File: src/rtl/reg_pkg.sv
// Shared types and constants for the register-bank hazard scoreboard.
// Optional build macro used by reg_scoreboard: REG_SB_WB_BYPASS_EN.
package reg_pkg;

    localparam int SB_NUM_REGS    = 16;
    localparam int SB_REG_W       = 4;
    localparam int SB_CNT_W       = 2;
    localparam int SB_STALL_CNT_W = 16;
    localparam logic [1:0] SB_FLUSH_GUARD = 2'd2;

    typedef struct packed {
        logic                valid;
        logic [SB_REG_W-1:0] src1;
        logic [SB_REG_W-1:0] src2;
        logic                wr;
        logic [SB_REG_W-1:0] dst;
    } sb_issue_req_t;

    typedef struct packed {
        logic                valid;
        logic [SB_REG_W-1:0] dst;
    } sb_wb_req_t;

endpackage

File: src/rtl/sb_pend_cnt.sv
// Per-register pending-write counter: saturating up/down with clear.
// Simultaneous inc and dec cancel out; clr wins over both.
module sb_pend_cnt #(
    parameter int CNT_W = 2
) (
    input  logic clk,
    input  logic arstn,
    input  logic inc,
    input  logic dec,
    input  logic clr,
    output logic nz,
    output logic max,
    output logic one
);

    logic [CNT_W-1:0] cnt;

    always_ff @(posedge clk or negedge arstn) begin
        if (!arstn) begin
            cnt <= '0;
        end else if (clr) begin
            cnt <= '0;
        end else if (inc && !dec && !(&cnt)) begin
            cnt <= cnt + CNT_W'(1);
        end else if (dec && !inc && (|cnt)) begin
            cnt <= cnt - CNT_W'(1);
        end
    end

    assign nz  = |cnt;
    assign max = &cnt;
    assign one = (cnt == CNT_W'(1));

endmodule

File: src/rtl/reg_scoreboard.sv
// Hazard scoreboard for the decoder -> reg -> alu -> wb pipeline.
// Define REG_SB_WB_BYPASS_EN to let a dependent issue proceed in the writeback cycle.
module reg_scoreboard
    import reg_pkg::*;
#(
    parameter int NUM_REGS    = SB_NUM_REGS,
    parameter int REG_W       = SB_REG_W,
    parameter int CNT_W       = SB_CNT_W,
    parameter int STALL_CNT_W = SB_STALL_CNT_W
) (
    input  logic                   clk,
    input  logic                   arstn,
    input  logic                   issue_valid_i,
    input  logic [REG_W-1:0]       issue_src1_i,
    input  logic [REG_W-1:0]       issue_src2_i,
    input  logic                   issue_wr_i,
    input  logic [REG_W-1:0]       issue_dst_i,
    output logic                   issue_ready_o,
    output logic                   stall_o,
    input  logic                   wb_valid_i,
    input  logic [REG_W-1:0]       wb_dst_i,
    input  logic                   flush_i,
    output logic [NUM_REGS-1:0]    busy_mask_o,
    output logic                   idle_o,
    output logic                   err_o,
    output logic [STALL_CNT_W-1:0] stall_cnt_o
);

`ifdef REG_SB_WB_BYPASS_EN
    localparam bit WB_BYPASS = 1'b1;
`else
    localparam bit WB_BYPASS = 1'b0;
`endif

    // Handshake: an issue transfers in a cycle where issue_valid_i and issue_ready_o are
    // both high; ready is a same-cycle function of state and inputs and never waits on valid.
    sb_issue_req_t iss;
    sb_wb_req_t    wb;

    logic [NUM_REGS-1:0] inc, dec, nz, mx, one;
    logic raw1, raw2, ovf, accept, retire, wb_err;
    logic [REG_W+CNT_W-1:0] inflight;
    logic [1:0]             flush_guard;
    logic                   err_q;
    logic [STALL_CNT_W-1:0] stall_cnt;

    assign iss = '{valid: issue_valid_i, src1: issue_src1_i, src2: issue_src2_i,
                   wr: issue_wr_i, dst: issue_dst_i};
    assign wb  = '{valid: wb_valid_i, dst: wb_dst_i};

    always_comb begin
        raw1   = nz[iss.src1];
        raw2   = nz[iss.src2];
        // Bank writes before it reads, so a last outstanding write retiring now satisfies the read.
        if (WB_BYPASS && wb.valid && one[wb.dst]) begin
            if (wb.dst == iss.src1) raw1 = 1'b0;
            if (wb.dst == iss.src2) raw2 = 1'b0;
        end
        ovf           = iss.wr & mx[iss.dst];
        issue_ready_o = ~flush_i & ~raw1 & ~raw2 & ~ovf;
        stall_o       = iss.valid & ~issue_ready_o;
        accept        = iss.valid & issue_ready_o & iss.wr;
        retire        = wb.valid & nz[wb.dst];
        wb_err        = wb.valid & ~nz[wb.dst];
        for (int r = 0; r < NUM_REGS; r++) begin
            inc[r] = accept & (iss.dst == REG_W'(r));
            dec[r] = retire & (wb.dst == REG_W'(r));
        end
    end

    for (genvar g = 0; g < NUM_REGS; g++) begin : g_pend
        sb_pend_cnt #(.CNT_W(CNT_W)) u_cnt (
            .clk   (clk),
            .arstn (arstn),
            .inc   (inc[g]),
            .dec   (dec[g]),
            .clr   (flush_i),
            .nz    (nz[g]),
            .max   (mx[g]),
            .one   (one[g])
        );
    end

    always_ff @(posedge clk or negedge arstn) begin
        if (!arstn) begin
            inflight    <= '0;
            flush_guard <= '0;
            err_q       <= 1'b0;
            stall_cnt   <= '0;
        end else begin
            if (flush_i) begin
                inflight <= '0;
            end else if (accept && !retire) begin
                inflight <= inflight + (REG_W+CNT_W)'(1);
            end else if (retire && !accept) begin
                inflight <= inflight - (REG_W+CNT_W)'(1);
            end
            // Writebacks of instructions squashed by a flush may still drain shortly after it.
            if (flush_i) begin
                flush_guard <= SB_FLUSH_GUARD;
            end else if (flush_guard != 2'd0) begin
                flush_guard <= flush_guard - 2'd1;
            end
            if (wb_err && flush_guard == 2'd0) begin
                err_q <= 1'b1;
            end
            if (stall_o && !(&stall_cnt)) begin
                stall_cnt <= stall_cnt + STALL_CNT_W'(1);
            end
        end
    end

    assign busy_mask_o = nz;
    assign idle_o      = (inflight == '0);
    assign err_o       = err_q;
    assign stall_cnt_o = stall_cnt;

endmodule

File: config.mk
export PLATFORM = sky130hd
export DESIGN_NAME = reg_scoreboard
export DESIGN_NICKNAME = d
export VERILOG_FILES = /design/src/rtl/reg_pkg.sv /design/src/rtl/sb_pend_cnt.sv /design/src/rtl/reg_scoreboard.sv
export SDC_FILE = /design/constraint.sdc
export NUM_CORES = 1
export LEC_CHECK = 0
export ABC_AREA = 0
export ABC_CLOCK_PERIOD_IN_PS = 5900
export CAP_MARGIN = 30
export CORE_UTILIZATION = 48
export DETAILED_ROUTE_END_ITERATION = 7
export PLACE_DENSITY = 0.72
export SLEW_MARGIN = 40
export SYNTH_ARGS = -nofsm -noshare
export SYNTH_HDL_FRONTEND = slang
export SYNTH_SLANG_ARGS = --single-unit
File: constraint.sdc
create_clock -name clk -period 5.9 [get_ports clk]
set_input_delay 1.18 -clock clk [delete_from_list [all_inputs] [get_ports clk]]
set_output_delay 1.18 -clock clk [all_outputs]
set_load 0.005 [all_outputs]
==> summary.txt, run 1 <==
Critical path
  – Crit path top cell by count: clkdlybuf4s50_1
  – CP Data Arrival Time: 4.07 ns
  – Kind of end point of the critical path: output port
  – Critical R2R Launch: g_pend[9].u_cnt.cnt[0]$_DFFE_PN0P_
  – CP Cell Sequence: clkdlybuf4s50_1 -> or4b_1 -> o2111a_1 -> o21ai_0 -> nand4_4 -> or3_1 -> clkinv_4 -> clkdlybuf4s50_1
  – Setup slack, reg-to-reg: 1.71 ns
  – Data required, critical path: 4.72 ns
  – Crit-path max cell delay: 0.61 ns
  – CP max stage cell: clkdlybuf4s50_1
  – Worst Setup Start Kind: primary input
  – Critical path class: in2out
  – CP delay by family, top: simple AND/OR/NAND/NOR gates
  – Worst Path Max Fanout: 13
  – Worst path buffer plus inverter count: 3
  – Worst Setup SP: issue_src2_i[1]

Floorplanning
  – Die area: 0.009714 mm2
  – Die Span X: 98.56 um
  – Die Y: a little under 100 um
  – Initial Utilization: 0.5034
  – Cell Rows: 34
  – Core Region: 0.008891 mm2
  – IO Count: 58

Cells and area
  – Fin util: 0.5860
  – Area Growth Syn to Fin: 16.41%
  – Post-Layout Cell Count: 668
  – Layout cells sized above 1: 0.09107
  – Final #Nets: 584
  – Register area: about 0.0014 mm2
  – Fillers: between 800 and 900
  – Antenna diode count: 0
  – Design Area, Final: 0.005210 mm2
  – Multi-input gate area: 0.002638 mm2

Global routing
  – Global-route wire length before repair: 20,540 um
  – Tot GR Track Use: 0.2693
  – Initial antenna violation count: 0
  – Remaining Overflow, GRT: 0
  – Vias in the first global route: 4,154
  – Pin count of the biggest net entering global routing: 58

Clock network
  – Hold buffers post-CTS: 0
  – Setup bufs post-CTS: 0
  – Clock Path Buffers: 2
  – CTS tree: built
  – CTS resizes: 0
  – Clock slew at reported path FFs: 0.07 ns
  – # clock sinks: between 50 and 60
  – Root buffer cell: clkbuf_8
  – Skew-Pair Late Insertion Delay: 0.35 ns
  – TritonCTS Buffers: 9
  – H-tree Lvls: 3

Synthesis
  – Most frequent cell after synthesis: dfrtp_1
  – Top post-synthesis cells by area: dfrtp_1 (32%), xor2_1 (4.7%), nor2_1 (3.4%)
  – Register bit total from synthesis: 57
  – Synth unique cells: a little under 70
  – Post-synthesis sequential area ratio: 0.3187
  – Cells after synthesis: around 520
  – Ys flop type: dfrtp_1
  – Post-synth EDFFs: 0
  – Yosys top cell area share: 0.3187
  – Net count after synthesis: 552
  – Syn Area/Cell: 8.557 um2
  – Post-synth ARST share: 1.000
  – Area leader, netlist: dfrtp_1
  – Post-Syn Area: roughly 0.0045 mm2
  – Synth cell count leaders: dfrtp_1 (57), nor2_1 (40), nand2_1 (38)
  – Yosys Warn Count: 0

STA
  – Sum Neg Setup Slack: 0 ns
  – Rel. slew slack: 0.5196
  – FMAX: 190.6 MHz
  – Worst clock skew: 0.01023 ns
  – Tmin final: approximately 5.2 ns
  – Hold Vio Cnt, Final: 0
  – Unrepaired setup endpoints after global routing: false
  – Tcrit/Tclk final: 0.8891
  – Final setup fails: 0
  – Slew Viols, Final: 0
  – Slew at the pin closest to its max-slew limit: 0.7151 ns

Detailed routing
  – Routed Antenna Nets: 0
  – DR pass1 iterations: 5
  – DRT Wirelength: about 13,000 um
  – Routed WL per cell: 18.76 um
  – Remaining DRCs: 0
  – Initial DRC count: 343
  – Vias per inst: 6.367
  – Total number of vias: 4,253

Worst hold path
  – Class of the most critical hold timing path: reg2reg
  – HP Start: err_o$_DFFE_PN0P_

Place
  – Port Buf Inserts: 57
  – Routability cong.: about 0.92
  – Number of instances in the placed design: 652
  – Placed Area: 0.004980 mm2
  – Post-DP HPWL: 8904 um

Power
  – Peak supply drop: ~0.24 mV
  – Clock group share of total power: 0.329
  – Switching part of the total: 0.3236
  – Combinational share of power: 0.282
  – NetSw: 413.6 uW
  – Internal power: between 800 and 900 uW
  – Leakage: ~0.0022 uW
  – Flop pwr share: 0.389
  – Pwr dens: 245.3 mW/mm2
  – Total chip power: roughly 1300 uW

Flow run
  – Max_cap viols: 0

Status
  – Run status: finished, final reports clean
==> worst paths after layout <==
kind | to | depth (start not counted)
hold reg to reg | err_o$_DFFE_PN0P_ | 1
hold / removal | err_o$_DFFE_PN0P_ | 1
setup reg to reg | inflight[5]$_DFFE_PN0P_ | 13
max in group asynchronous | g_pend[8].u_cnt.cnt[0]$_DFFE_PN0P_ | 2
setup / recovery | issue_ready_o | 8
min in group asynchronous | g_pend[13].u_cnt.cnt[0]$_DFFE_PN0P_ | 2
==> power groups by stage <==
stage	logic [uW]	registers, uW	clock network, uW
finish	360	497	421
floorplan	200	495	0
global placement	346	501	0
CTS	360	496	430
global route	397	506	443
detailed placement	358	503	0
==> layer usage <==
layer	vias up	share of wire	track usage
met5	-	0	0
met4	0	0.034	0.1286
met3	30	0.062	0.04397
met2	191	0.46	0.4410
met1	2061	0.44	0.3490
li1	1971	-	-
==> placed cells by master (no fill, tap or decap), types with 5 or more instances in the layout <==
cell type | Yosys | routed
clkdlybuf4s50_1 | 0 | 56
buf_4 | 18 | 11
nor4_1 | 9 | 9
xnor2_1 | 9 | 9
o2111ai_1 | 16 | 16
and4_1 | 10 | 10
a21o_1 | 6 | 6
inv_1 | 31 | 31
nor2_1 | 40 | 40
nor3b_1 | 6 | 6
and2_1 | 9 | 9
clkbuf_8 | 0 | 9
o31ai_1 | 10 | 10
nand4_1 | 6 | 6
nor3_1 | 30 | 27
nand2b_1 | 6 | 6
o21ai_0 | 12 | 12
mux4_2 | 5 | 5
a31oi_1 | 13 | 13
nand2_1 | 38 | 38
ha_1 | 6 | 6
nor2b_1 | 18 | 18
a21oi_1 | 19 | 19
nand3_1 | 21 | 21
or3_1 | 7 | 7
dfrtp_1 | 57 | 57
xor2_1 | 24 | 24
==> worst reg2reg max path: stages, from the launching register on <==
cell       delay (ns)
dfrtp_1          0.51
or4b_1           0.53
o2111a_1         0.15
o21ai_0          0.14
nand4_4          0.21
or4_1            0.85
ha_1             0.39
a21o_1           0.10
a21oi_1          0.08
o21ai_0          0.33
nand3b_1         0.17
mux2i_1          0.08
a311o_1          0.32
nand4bb_1        0.19
==> stage by stage <==
| stage | setup slack (ns) | hold WS (ns) |
|---|---|---|
| 6_report | 0.6542 | 0.4644 |
| 5_1_grt | 0.5131 | 0.4866 |
| 4_1_cts | 0.6730 | 0.4701 |
| 3_5_place_dp | 0.4070 | 0.4542 |
| 3_3_place_gp | 0.5509 | 0.4507 |
| 2_1_floorplan | 1.238 | 0.4663 |
==> layout make-up <==
type / instances / share of cell area
clock buffer: 9 / 0.02378
inverter: 32 / 0.02402
clock inverter: 7 / 0.01969
sequential: 57 / 0.2738
tap: 108 / 0.02594
multi-input combinational: 386 / 0.5062
timing repair buffer: 69 / 0.1266
==> sequential cells by signal (all words and copies together) (netlist names) <==
signal	flops
stall_cnt_o	16
flush_guard	2
err_o	1
g_pend.u_cnt.cnt	32
inflight	6
==> logic make-up (layout without fill, tap and decap cells) <==
| family | count (synthesis) | after routing | share of synthesized area |
|---|---|---|---|
| and+or+nand+nor | 222 | 222 | 0.2715 |
| muxes | 12 | 12 | 0.04501 |
| buffers and inverters | 80 | 117 | 0.09533 |
| xor gates and xnor gates | 33 | 33 | 0.06458 |
| AOI/OAI and AO/OA | 112 | 112 | 0.1837 |
| adders and majority gates | 7 | 7 | 0.02125 |
| DFF | 57 | 57 | 0.3187 |
Note: power is estimated with default switching activity, not from simulation.
==> run 2: changes to the inputs <==
REMOVE_ABC_BUFFERS = 1   (was not set)
==> summary.txt, run 2 (synthesized netlist as in run 1, its figures left out) <==
Critical path
  – Worst Setup Start Kind: primary input
  – Worst flop-to-flop path endpoint: inflight[5]$_DFFE_PN0P_
  – Worst Reg-to-Reg Cells: 13
  – Worst Setup SP: issue_dst_i[1]
  – CP Data Arrival Time: 4.34 ns
  – Data required, critical path: 4.72 ns
  – Critical path class: in2out
  – Kind of end point of the critical path: output port
  – Critical R2R Launch: g_pend[9].u_cnt.cnt[0]$_DFFE_PN0P_
  – Setup slack, reg-to-reg: 1.50 ns
  – Worst Path Max Fanout: 34

Floorplanning
  – Cell Rows: 34
  – IO Count: 58
  – Die area: 0.009714 mm2
  – Core Region: roughly 0.0089 mm2
  – Die Span X: around 99 um
  – Initial Utilization: 0.5034
  – Die Y: 98.56 um

Clock network
  – H-tree Lvls: 3
  – Clock Path Buffers: 2
  – # clock sinks: 57
  – Skew-Pair Late Insertion Delay: between 0.3 and 0.4 ns
  – CTS resizes: 0
  – Root buffer cell: clkbuf_8
  – Clock slew at reported path FFs: about 0.070 ns
  – Hold buffers post-CTS: 0
  – CTS tree: built
  – Setup bufs post-CTS: 0
  – TritonCTS Buffers: 9

STA
  – Unrepaired setup endpoints after global routing: false
  – FMAX: ~180 MHz
  – Slew at the pin closest to its max-slew limit: 0.7644 ns
  – Worst hold margin: ~0.48 ns
  – Final setup fails: 0
  – Worst clock skew: 0.007023 ns
  – Tcrit/Tclk final: 0.9363
  – Tmin final: 5.524 ns
  – Rel. slew slack: 0.4876
  – Sum Neg Setup Slack: 0 ns
  – Hold Vio Cnt, Final: 0
  – Slew Viols, Final: 0

Cells and area
  – Final #Nets: a little under 600
  – Most frequent cells in the layout: dfrtp_1 (57), clkdlybuf4s50_1 (56), nor2_1 (40)
  – Fillers: between 700 and 800
  – Layout cells sized above 1: 0.08797
  – Commonest non-fill, non-tap cell in the layout: dfrtp_1
  – Antenna diode count: 0
  – Top reg by flops: g_pend.u_cnt.cnt
  – Area Growth Syn to Fin: 15.24%
  – Max reg flops: 32

Global routing
  – Initial antenna violation count: 0
  – Remaining Overflow, GRT: 0
  – Tot GR Track Use: 0.2600
  – Vias in the first global route: 3,911
  – Global-route wire length before repair: 19,900 um
  – Pin count of the biggest net entering global routing: 58

Detailed routing
  – Initial DRC count: roughly 260
  – Routed Antenna Nets: 0
  – Met3 WL: 845 um
  – Routed WL per cell: 18.33 um
  – Met2 Wirelength: 5860 um
  – Vias per inst: 6.274
  – DRT Wirelength: 12,190 um
  – DR top layer: met4
  – Total number of vias: 4,172
  – Remaining DRCs: 0
  – DRT met1 WL: 5149 um
  – DR pass1 iterations: 5

Flow run
  – Max_cap viols: 0

Place
  – Port Buf Inserts: 57
  – Post-DP HPWL: between 8000 and 9000 um
  – Routability cong.: about 0.90

Status
  – Run status: finished, final reports clean

Power
  – Pwr dens: roughly 240 mW/mm2
  – Leakage: 0.002216 uW
  – Peak supply drop: 0.2199 mV

Worst hold path
  – Hold Path Sink: err_o$_DFFE_PN0P_
  – Class of the most critical hold timing path: reg2reg
  – HP Start: err_o$_DFFE_PN0P_
  – Hold path depth: 1
## run 2: critical path: stages
cell             delay (ns)
clkdlybuf4s50_1        0.57
nor2_2                 0.44
a22oi_1                0.13
a311o_1                0.36
and4_1                 0.29
or3_1                  0.54
clkinv_4               0.26
clkdlybuf4s50_1        0.55
## run 2: power by group
part / internal [uW] / switching (uW) / leakage [uW]
Combinational: 177 / 177 / 0.00137
Sequential: 441 / 57.0 / 0.000750
Clock: 195 / 172 / 0.0000994
Total: 812 / 406 / 0.00222
## run 2: per-stage QoR
step	power, uW	util	setup slack, ns	instances	area (um2)
finish	1219	0.5801	0.3760	665	5157
global route	1289	0.5801	0.1425	665	5157
CTS	1224	0.5794	0.4740	665	5151
detailed placement	856.2	0.5576	0.1487	649	4957
global placement	841.7	0.5559	0.3662	649	4942
floorplan	673.9	-	1.139	475	4174
## run 2: per-layer routing
metal / up-vias / track usage
met2: 153 / 0.4150
met4: 0 / 0.1148
met3: 30 / 0.04894
li1: 1967 / -
met1: 2022 / 0.3454
met5: - / 0
## run 2: final cells by class
type                    instances  area, um2  share of cell area
multi-input cells             386       2644              0.5126
inverters                      32      125.1             0.02426
clock buffers                   9      123.9             0.02402
repair buffers                 66      633.1              0.1228
flip-flops and latches         57       1426              0.2766
clock inverters                 7      70.07             0.01359
well taps                     108      135.1             0.02620
## run 2: how the worst max path moves through the flow
stage | endpoint | slack (ns) | depth (start not counted)
floorplan | inflight[5]$_DFFE_PN0P_ | 1.14 | 13
global placement | inflight[5]$_DFFE_PN0P_ | 0.37 | 14
detailed placement | inflight[5]$_DFFE_PN0P_ | 0.15 | 14
CTS | inflight[5]$_DFFE_PN0P_ | 0.47 | 14
global route | inflight[5]$_DFFE_PN0P_ | 0.14 | 14
finish | issue_ready_o | 0.38 | 8
==> run 3: changes to the inputs <==
TNS_END_PERCENT = 100   (was not set)
==> results of run 3 <==
The final DEF is identical to that of run 2; final timing and power are the same.
